===== config.mk =====
export PLATFORM = sky130hd
export DESIGN_NAME = mmio_bridge_intc
export DESIGN_NICKNAME = d
export VERILOG_FILES = /design/src/rtl/mmio_pkg.sv /design/src/rtl/intc_core.sv /design/src/rtl/mmio_bridge_intc.sv
export SDC_FILE = /design/constraint.sdc
export NUM_CORES = 1
export LEC_CHECK = 0
export CAP_MARGIN = 40
export CORE_AREA = 2 2 187 189
export CTS_CLUSTER_DIAMETER = 200
export DETAILED_ROUTE_END_ITERATION = 10
export DIE_AREA = 0 0 189 191
export PLACE_DENSITY_LB_ADDON = 0.05
export SLEW_MARGIN = 20
export SYNTH_ARGS = -nofsm -noshare
export SYNTH_HDL_FRONTEND = slang
export SYNTH_SLANG_ARGS = --single-unit

===== constraint.sdc =====
create_clock -name clk -period 2.25 [get_ports clk]
set_input_delay 0.45 -clock clk [delete_from_list [all_inputs] [get_ports clk]]
set_output_delay 0.45 -clock clk [all_outputs]
set_load 0.005 [all_outputs]

===== src/rtl/mmio_pkg.sv =====
// Shared constants for the CPU-to-peripheral MMIO bridge: INTC register offsets,
// read-path hit classification and the default board address map.
package mmio_pkg;

  localparam int INTC_WIN_BYTES = 16;

  // Word offsets (address bits [3:2]) inside the INTC window.
  localparam logic [1:0] INTC_OFF_IMR  = 2'd0;
  localparam logic [1:0] INTC_OFF_PEND = 2'd1;
  localparam logic [1:0] INTC_OFF_MODE = 2'd2;
  localparam logic [1:0] INTC_OFF_RAW  = 2'd3;

  typedef enum logic [1:0] {
    HIT_NONE = 2'd0,
    HIT_SLV  = 2'd1,
    HIT_INTC = 2'd2
  } hit_kind_e;

  localparam logic [31:0] DM_BASE   = 32'h0000_0000;
  localparam logic [31:0] DM_MASK   = 32'hFFFF_C000;
  localparam logic [31:0] TC_BASE   = 32'h0000_7F00;
  localparam logic [31:0] TC_MASK   = 32'hFFFF_FFF0;
  localparam logic [31:0] UART_BASE = 32'h0000_7F10;
  localparam logic [31:0] UART_MASK = 32'hFFFF_FFF0;
  localparam logic [31:0] DT_BASE   = 32'h0000_7F20;
  localparam logic [31:0] DT_MASK   = 32'hFFFF_FFF0;
  localparam logic [31:0] LED_BASE  = 32'h0000_7F30;
  localparam logic [31:0] LED_MASK  = 32'hFFFF_FFF0;
  localparam logic [31:0] SW_BASE   = 32'h0000_7F40;
  localparam logic [31:0] SW_MASK   = 32'hFFFF_FFF0;
  localparam logic [31:0] KEY_BASE  = 32'h0000_7F50;
  localparam logic [31:0] KEY_MASK  = 32'hFFFF_FFF0;

  localparam int BOARD_N_SLAVES = 7;
  localparam logic [BOARD_N_SLAVES*32-1:0] BOARD_BASE =
    {KEY_BASE, SW_BASE, LED_BASE, DT_BASE, UART_BASE, TC_BASE, DM_BASE};
  localparam logic [BOARD_N_SLAVES*32-1:0] BOARD_MASK =
    {KEY_MASK, SW_MASK, LED_MASK, DT_MASK, UART_MASK, TC_MASK, DM_MASK};

  function automatic logic [31:0] byte_mask(input logic [3:0] be);
    return {{8{be[3]}}, {8{be[2]}}, {8{be[1]}}, {8{be[0]}}};
  endfunction

endpackage


===== src/rtl/intc_core.sv =====
// Interrupt controller: source synchronisers, IMR/PEND/MODE registers and the
// registered masked interrupt vector driven to the CPU.
module intc_core
  import mmio_pkg::*;
#(
  parameter int N_IRQ = 6
) (
  input  logic             clk,
  input  logic             sys_rstn,
  input  logic [N_IRQ-1:0] irq_src,
  input  logic             wr_en,
  input  logic [1:0]       off,
  input  logic [3:0]       byteen,
  input  logic [31:0]      wdata,
  output logic [31:0]      rdata,
  output logic [N_IRQ-1:0] hw_int
);

  logic [N_IRQ-1:0] sync1, sync2, sync3;
  logic [N_IRQ-1:0] imr, pend, mode;
  logic [N_IRQ-1:0] imr_next, pend_next, mode_next, clr, rise;
  logic [31:0]      lane_mask, wbits;
  logic             unused_lanes;

  assign lane_mask    = byte_mask(byteen);
  assign wbits        = wdata & lane_mask;
  assign unused_lanes = ^{lane_mask, wbits};
  assign rise         = sync2 & ~sync3;

  always_comb begin
    // NOTE: every variable gets a default before any branch, so no path leaves one unassigned and no latch is inferred.
    imr_next  = imr;
    mode_next = mode;
    clr       = '0;
    if (wr_en) begin
      case (off)
        INTC_OFF_IMR:  imr_next  = (imr & ~lane_mask[N_IRQ-1:0]) | wbits[N_IRQ-1:0];
        INTC_OFF_PEND: clr       = wbits[N_IRQ-1:0];
        INTC_OFF_MODE: mode_next = (mode & ~lane_mask[N_IRQ-1:0]) | wbits[N_IRQ-1:0];
        default:       ;
      endcase
    end
    // Edge bits: a new edge beats a same-cycle clear. Level bits just track the synced source.
    pend_next = (mode & ((pend & ~clr) | rise)) | (~mode & sync2);
  end

  always_comb begin
    rdata = '0;
    case (off)
      INTC_OFF_IMR:  rdata[N_IRQ-1:0] = imr;
      INTC_OFF_PEND: rdata[N_IRQ-1:0] = pend;
      INTC_OFF_MODE: rdata[N_IRQ-1:0] = mode;
      default:       rdata[N_IRQ-1:0] = sync2;
    endcase
  end

  always_ff @(posedge clk or negedge sys_rstn) begin
    if (!sys_rstn) begin
      sync1  <= '0;
      sync2  <= '0;
      sync3  <= '0;
      imr    <= '0;
      pend   <= '0;
      mode   <= '0;
      hw_int <= '0;
    end else begin
      // NOTE: non-blocking assignments so each flop samples the pre-edge value of its neighbour (a true shift chain).
      sync1  <= irq_src;
      sync2  <= sync1;
      sync3  <= sync2;
      imr    <= imr_next;
      mode   <= mode_next;
      pend   <= pend_next;
      hw_int <= pend & imr;
    end
  end

endmodule


===== src/rtl/mmio_bridge_intc.sv =====
// CPU data-port bridge: base/mask window decode onto N slaves plus an internal
// interrupt controller, with a one-cycle registered read return path.
module mmio_bridge_intc
  import mmio_pkg::*;
#(
  parameter int                    N_SLAVES   = 8,
  parameter logic [N_SLAVES*32-1:0] SLAVE_BASE = {N_SLAVES{32'h0}},
  parameter logic [N_SLAVES*32-1:0] SLAVE_MASK = {N_SLAVES{32'h0}},
  parameter int                    N_IRQ      = 6,
  parameter logic [31:0]           INTC_BASE  = 32'h0000_7F80
) (
  input  logic                  clk,
  input  logic                  sys_rstn,
  input  logic [31:0]           cpu_addr,
  input  logic [31:0]           cpu_wdata,
  input  logic [3:0]            cpu_byteen,
  output logic [31:0]           cpu_rdata,
  output logic                  bus_err,
  output logic [31:0]           slv_addr,
  output logic [31:0]           slv_wdata,
  output logic [4*N_SLAVES-1:0] slv_byteen,
  output logic [N_SLAVES-1:0]   slv_sel,
  input  logic [32*N_SLAVES-1:0] slv_rdata,
  input  logic [N_IRQ-1:0]      irq_src,
  output logic [N_IRQ-1:0]      hw_int
);

  localparam int IDX_W = (N_SLAVES > 1) ? $clog2(N_SLAVES) : 1;

  hit_kind_e        kind, kind_q;
  logic [IDX_W-1:0] hit_idx, idx_q;
  logic             slv_hit, intc_hit, intc_wr, err_q;
  logic [31:0]      intc_rdata, intc_q;

  assign slv_addr  = cpu_addr;
  assign slv_wdata = cpu_wdata;
  assign intc_hit  = (cpu_addr[31:4] == INTC_BASE[31:4]);
  assign intc_wr   = (kind == HIT_INTC) && (cpu_byteen != 4'h0);
  assign bus_err   = err_q;

  // Walk from the top index down so the lowest-index matching window is the one kept.
  always_comb begin
    slv_hit = 1'b0;
    hit_idx = '0;
    for (int i = N_SLAVES - 1; i >= 0; i--) begin
      if (((cpu_addr ^ SLAVE_BASE[32*i +: 32]) & SLAVE_MASK[32*i +: 32]) == 32'h0) begin
        slv_hit = 1'b1;
        hit_idx = IDX_W'(i);
      end
    end
    kind = intc_hit ? HIT_INTC : (slv_hit ? HIT_SLV : HIT_NONE);
  end

  always_comb begin
    slv_sel    = '0;
    slv_byteen = '0;
    if (kind == HIT_SLV) slv_sel[hit_idx] = 1'b1;
    for (int i = 0; i < N_SLAVES; i++) begin
      slv_byteen[4*i +: 4] = slv_sel[i] ? cpu_byteen : 4'h0;
    end
  end

  intc_core #(.N_IRQ(N_IRQ)) u_intc (
    .clk      (clk),
    .sys_rstn (sys_rstn),
    .irq_src  (irq_src),
    .wr_en    (intc_wr),
    .off      (cpu_addr[3:2]),
    .byteen   (cpu_byteen),
    .wdata    (cpu_wdata),
    .rdata    (intc_rdata),
    .hw_int   (hw_int)
  );

  // INTC data is captured at the access edge so a same-cycle write is not visible in the read.
  always_ff @(posedge clk or negedge sys_rstn) begin
    if (!sys_rstn) begin
      kind_q <= HIT_NONE;
      idx_q  <= '0;
      intc_q <= '0;
      err_q  <= 1'b0;
    end else begin
      kind_q <= kind;
      idx_q  <= hit_idx;
      intc_q <= intc_rdata;
      err_q  <= (kind == HIT_NONE);
    end
  end

  always_comb begin
    case (kind_q)
      HIT_SLV:  cpu_rdata = slv_rdata[{idx_q, 5'b0} +: 32];
      HIT_INTC: cpu_rdata = intc_q;
      default:  cpu_rdata = 32'h0;
    endcase
  end

endmodule

==> results.py, run 1 <==
metrics = {
    "floorplan": {
        "rows": 68,
        "dieArea_um2": 36100,
        "initial_core_util": 0.08666,
        "ios": 475,
        "design.core.area_um2": 34120,
        "die_x_um": 189,
        "die_h_um": 191,
    },
    "place": {
        "dp.cells": 833,
        "placed_cell_area_um2": 4681,
        "dp_hpwl_um": 11510,
        "gp_congestion": 0.8810,
        "numPortBuffers": 158,
    },
    "sta": {
        "setup_violations": 0,
        "finalHoldViolCount": 0,
        "fin_skew_ns": 0.004283,
        "hold-worst-slack_ns": 0.1331,
        "final_max_slew_viol_count": 0,
        "rsz0062_at_grt": "no",
        "min_period_ns": 2.180,
        "fmax_ghz": 0.4588,
        "fin_crit_sh": 0.9688,
    },
    "route": {
        "first_iter_violations": 49,
        "num_vias": 2236,
        "drt-total-wl_um": 14000,
        "ant_nets": 0,
        "drc": 0,
        "firstDrtPassIters": 4,
        "detail_route.vias_per_cell": 2.624,
        "wl_per_cell_um": 16.43,
    },
    "cells_and_area": {
        "antennaDiodeCount": 0,
        "final_cells": 852,
        "area_growth_pct": 70.97,
        "nNetsFinal": 730,
        "post_route_cells_drive_above_1_share": 0.2091,
        "final_area_um2": 5055,
    },
    "global_routing": {
        "grt_antenna_before_repair": 0,
        "grt_first_pass_wirelength_um": 18000,
        "grt_usage": 0.07269,
        "overflow": 0,
        "grt_pass1_vias": 2336,
        "grt_start_max_net_pins": 51,
    },
    "cts": {
        "cts_tree": "yes",
        "postCtsHoldBufs": 0,
        "cts.clk_slew.worst_paths_ns": 0.07,
        "ctsHtreeMaxLevel": 2,
        "cts-root-buf": "clkbuf_16",
        "clk_latency_ns": 0.29,
        "numCtsBuffers": 5,
        "cts_sinks": 50,
        "cts.path.max_buffers": 2,
    },
    "power_and_ir_drop": {
        "ir_drop_mv": 0.2261,
        "power_density_nw_per_um2": 421.8,
        "finalPower_w": 0.002132,
        "cellLeakagePower_nw": 2.272,
    },
    "logic_synthesis": {
        "yosysWarnings": 0,
        "avgSynthCellArea_um2": 11.03,
        "syn_inst": 268,
        "netlist_area_um2": 2957,
        "yosysSeqAreaShare": 0.4232,
        "synth_area_leaders": "dfrtp_1, buf_4, and2_1, mux4_2, a22oi_1",
        "synth_top_cell_by_area": "dfrtp_1",
        "synth.distinct_cells": 26,
        "yosysTopAreaCellShare": 0.4232,
        "synth_seq_cells": 50,
    },
    "critical_path": {
        "worst_setup_path_start_kind": "register",
        "cp-end-kind": "output pin",
        "cp.required_ns": 1.80,
        "path_class": "reg -> out",
        "cp_data_arrival_time_ns": 1.73,
        "cp_max_fo": 5,
    },
    "run": {
        "maxCapViolCount": 0,
    },
    "min_path": {
        "hp-class": "in -> async",
    },
    "outcome": {
        "run_status": "complete, no violations",
    },
}
repair_timing:
item / CTS / global route
pin swaps: 12 / 3
buffers inserted: 3 / 7
endpoints found under the setup margin: 49 / 24
gates cloned: 0 / 3
gates resized for setup: 75 / 23
area by class of cell:
| cell class | count | area (um2) |
|---|---|---|
| tap | 455 | 569.3 |
| clock buffer | 7 | 142.6 |
| clock inverter | 1 | 5.005 |
| sequential | 50 | 1251 |
| timing repair buffer | 192 | 1926 |
| multi-input combinational | 143 | 1146 |
| inverter | 4 | 15.01 |
| fill | 3863 | 29060 |
synth_stat cells:
master / instances
nor4_1: 4
buf_4: 100
a22oi_1: 12
nor2_1: 7
a31oi_1: 6
nand3_1: 1
mux4_2: 6
inv_1: 4
or4_4: 1
mux2_2: 6
clkbuf_1: 4
and4bb_2: 1
nor4b_4: 2
conb_1: 1
dfrtp_1: 50
nand2b_1: 1
ha_1: 2
nand2_1: 13
mux2_4: 6
and2_1: 32
nor4_4: 1
and4_1: 1
nor2b_1: 4
nand4_4: 1
buf_6: 1
buf_2: 1
worst max-delay path: stages, from the launching register on:
cell and delay [ns]:
dfrtp_1 0.40, inv_2 0.07, ha_4 0.21, clkbuf_16 0.16, and2_1 0.10, clkdlybuf4s50_1 0.49
stage by stage:
stage,util,TNS [ns],worst slack [ns]
after floorplan,-,0,0.2649
after global placement,0.1372,-9.642,-0.5643
after detailed placement,0.1372,-11.19,-0.6390
after CTS,0.1436,-0.1694,-0.05572
after global routing,0.1482,0,0.001282
final,0.1482,0,0.07023
routing by layer:
layer,up-vias,part of all wire,track usage
met5,-,0,0
met4,0,0.023,0.02524
met3,10,0.074,0.02056
met2,147,0.59,0.1515
met1,1068,0.31,0.06553
li1,1011,-,-
placed cells by master (no fill, tap or decap), drive strengths merged:
cell	synthesis	final
and4	1	1
nor4	5	5
inv	4	4
nand2b	1	1
dlygate4sd2	0	35
nor4b	2	2
clkdlybuf4s50	0	96
mux4	6	6
and2	32	32
clkbuf	4	9
nand4	1	1
buf	102	35
conb	1	36
nor2	7	7
nand3	1	1
and4bb	1	1
a22oi	12	12
dfrtp	50	50
clkinv	0	1
dlymetal6s2s	0	18
nor2b	4	4
ha	2	2
a31oi	6	6
nand2	13	13
mux2	12	12
clkdlybuf4s15	0	6
or4	1	1
final timing paths:
kind | start | to | slack, ns | depth (start not counted)
worst max-delay path | kind_q[1]$_DFF_PN0_ | cpu_rdata[12] | 0.07 | 5
worst min-delay path | sys_rstn | u_intc.sync1[2]$_DFF_PN0_ | 0.13 | 2
worst max register to register | u_intc.sync2[5]$_DFF_PN0_ | intc_q[5]$_DFF_PN0_ | 1.20 | 1
worst min register to register | u_intc.sync1[4]$_DFF_PN0_ | u_intc.sync2[4]$_DFF_PN0_ | 0.35 | 0
max in group asynchronous | sys_rstn | async pin | 1.86 | 2
min in group clk | u_intc.sync1[4]$_DFF_PN0_ | u_intc.sync2[4]$_DFF_PN0_ | 0.35 | 0
logic make-up after synthesis:
group                    count (synthesis)  share of synthesized area
buffers and inverters                  110                     0.2696
AND/OR/NAND/NOR                         69                     0.1553
other                                    1                   0.001268
AO/OA/AOI/OAI                           18                    0.04317
multiplexers                            18                    0.09903
adder cells (fa/ha/maj)                  2                   0.008462
flip-flops                              50                     0.4232
power by group:
group	internal, W	switching, W
logic	0.000254	0.000152
clock network	0.000442	0.000341
registers	0.000927	0.0000156
No activity file was read; power rests on OpenSTA's default activity.
==> run 2: changes to the inputs <==
--- a/config.mk
+++ b/config.mk
@@ -11,6 +11,7 @@
 export DETAILED_ROUTE_END_ITERATION = 10
 export DIE_AREA = 0 0 189 191
 export PLACE_DENSITY_LB_ADDON = 0.05
+export REMOVE_ABC_BUFFERS = 1
 export SLEW_MARGIN = 20
 export SYNTH_ARGS = -nofsm -noshare
 export SYNTH_HDL_FRONTEND = slang
==> run 2 against run 1 <==
Hold slack improved by 0.021 ns. Largest cell class unchanged. Core utilization decreased by 0.26 points. Design area decreased by 1.8%. Wire length increased by 37%. Total power increased by 6.0%.
==> results.py, run 2 (synthesis results as in run 1) <==
metrics = {
    "critical_path": {
        "cp.required_ns": 1.80,
        "critPathSlowestCell": "nor4b_4",
        "cp-end-kind": "output pin",
        "path_buf_inv": 4,
        "worst_setup_path_start_kind": "primary input",
        "slowest_delay_ns": 0.33,
        "cp_max_fo": 5,
        "cp_cell_sequence": "dlygate4sd2_1 -> nor4b_4 -> nand4_4 -> nor2_1 -> buf_4 -> buf_6 -> nor2b_1 -> buf_2",
        "path_class": "in -> out",
        "cp_top_family": "buffers and inverters",
        "cp_data_arrival_time_ns": 1.70,
    },
    "floorplan": {
        "die_h_um": 191,
        "design.core.area_um2": 34120,
        "die_x_um": 189,
        "ios": 475,
        "rows": 68,
        "initial_core_util": 0.08666,
        "dieArea_um2": 36100,
    },
    "sta": {
        "slew_headroom": 0.5976,
        "finalHoldViolCount": 0,
        "rsz0062_at_grt": "no",
        "fin_skew_ns": 0.007888,
        "setup_violations": 0,
        "final_max_slew_viol_count": 0,
        "setup_ws_ns": 0.1016,
        "fmax_ghz": 0.4655,
        "fin_crit_sh": 0.9549,
        "tightest_slew_ns": 0.6036,
        "setup_tns_ns": 0,
        "min_period_ns": 2.148,
    },
    "place": {
        "placed_cell_area_um2": 4666,
        "dp_hpwl_um": 16940,
        "gp_congestion": 0.7533,
        "post-place-ws_ns": -0.4903,
        "dp.cells": 836,
        "numPortBuffers": 158,
    },
    "power_and_ir_drop": {
        "ir_drop_mv": 0.2687,
        "cellLeakagePower_nw": 2.289,
        "power_density_nw_per_um2": 455.3,
    },
    "cells_and_area": {
        "post_route_cells_drive_above_1_share": 0.2000,
        "fillCellCount": 3829,
        "fin_util": 0.1455,
        "final_area_um2": 4965,
        "area_growth_pct": 67.92,
        "final_common_cell": "clkdlybuf4s50_1",
        "layout_common_cells": "clkdlybuf4s50_1, dfrtp_1, conb_1",
        "final_cells": 850,
        "nNetsFinal": 728,
        "antennaDiodeCount": 0,
    },
    "cts": {
        "cts.path.max_buffers": 2,
        "ctsHtreeMaxLevel": 2,
        "clk_latency_ns": 0.30,
        "postCtsHoldBufs": 0,
        "cts_tree": "yes",
        "cts-root-buf": "clkbuf_16",
        "cts_sinks": 50,
        "cts.clk_slew.worst_paths_ns": 0.08,
        "numCtsBuffers": 5,
    },
    "global_routing": {
        "grt_antenna_before_repair": 0,
        "grt_pass1_vias": 2263,
        "grt_start_max_net_pins": 32,
        "grt_usage": 0.1026,
        "overflow": 0,
        "grt_first_pass_wirelength_um": 23650,
    },
    "route": {
        "ant_nets": 0,
        "drc": 0,
        "num_vias": 2270,
        "wl_per_cell_um": 22.54,
        "detail_route.vias_per_cell": 2.671,
        "drt-total-wl_um": 19160,
        "first_iter_violations": 49,
        "firstDrtPassIters": 4,
    },
    "outcome": {
        "run_status": "complete, no violations",
    },
    "min_path": {
        "hp-class": "in -> async",
    },
    "run": {
        "maxCapViolCount": 0,
    },
}
==> run 2: cell count changes in the layout (fill, tap and decap cells not counted), moves of 3 or more <==
| cell | before | now |
|---|---|---|
| nor4_4 | 4 | 1 |
| dlygate4sd2_1 | 35 | 31 |
| buf_4 | 25 | 28 |
| and2_4 | 3 | 0 |
| clkbuf_2 | 0 | 4 |
| nor4_2 | 1 | 4 |
| and2_1 | 29 | 32 |
| clkdlybuf4s50_1 | 96 | 92 |
| dlymetal6s2s_1 | 18 | 25 |
==> run 2: cell type report <==
class | instances | area (um2) | area share
multi-input cells | 143 | 1097 | 0.2210
clock inverters | 3 | 45.04 | 0.009073
flip-flops and latches | 50 | 1251 | 0.2520
clock buffers | 5 | 125.1 | 0.02520
well taps | 455 | 569.3 | 0.1147
repair buffers | 190 | 1862 | 0.3750
inverters | 4 | 15.01 | 0.003024
==> run 2: report_power, final <==
| group | total (W) | internal [W] | switching, W |
|---|---|---|---|
| Combinational | 0.000402 | 0.000251 | 0.000150 |
| Clock | 0.000917 | 0.000526 | 0.000391 |
| Sequential | 0.000941 | 0.000926 | 0.0000151 |
| Total | 0.00226 | 0.00170 | 0.000556 |
==> run 2: worst paths after layout <==
kind                                      startpoint                         to  slack, ns  cells past startpoint
max in group asynchronous                   sys_rstn  u_intc.sync3[4]$_DFF_PN0_       1.51                      2
min                                         sys_rstn        intc_q[3]$_DFF_PN0_       0.15                      1
min in group clk           u_intc.sync1[0]$_DFF_PN0_  u_intc.sync2[0]$_DFF_PN0_       0.35                      0
max reg2reg                u_intc.sync2[3]$_DFF_PN0_        intc_q[3]$_DFF_PN0_       1.18                      1
min reg2reg                u_intc.sync1[0]$_DFF_PN0_  u_intc.sync2[0]$_DFF_PN0_       0.35                      0
max                                     cpu_addr[24]              slv_byteen[1]       0.10                      8
==> run 2: per-stage QoR <==
stage	power (W)	hold WS [ns]
after CTS	0.002323	0.1613
after detailed placement	0.001400	0.3364
after global placement	0.001405	0.3362
final	0.002260	0.1540
after global routing	0.002400	0.1793
after floorplan	0.001028	0.1544
==> run 2: per-layer routing <==
layer / wire, um / track usage
met1: 4650 / 0.07140
met2: 10280 / 0.1913
met3: 3775 / 0.09620
met4: 308 / 0.02404
met5: 146 / 0.03022
==> run 2: timing repair <==
action	4_1_cts	5_1_grt
setup endpoints to repair	49	35
pin swaps	11	5
buffers inserted	2	4
gates cloned	0	1
resized for setup	59	35
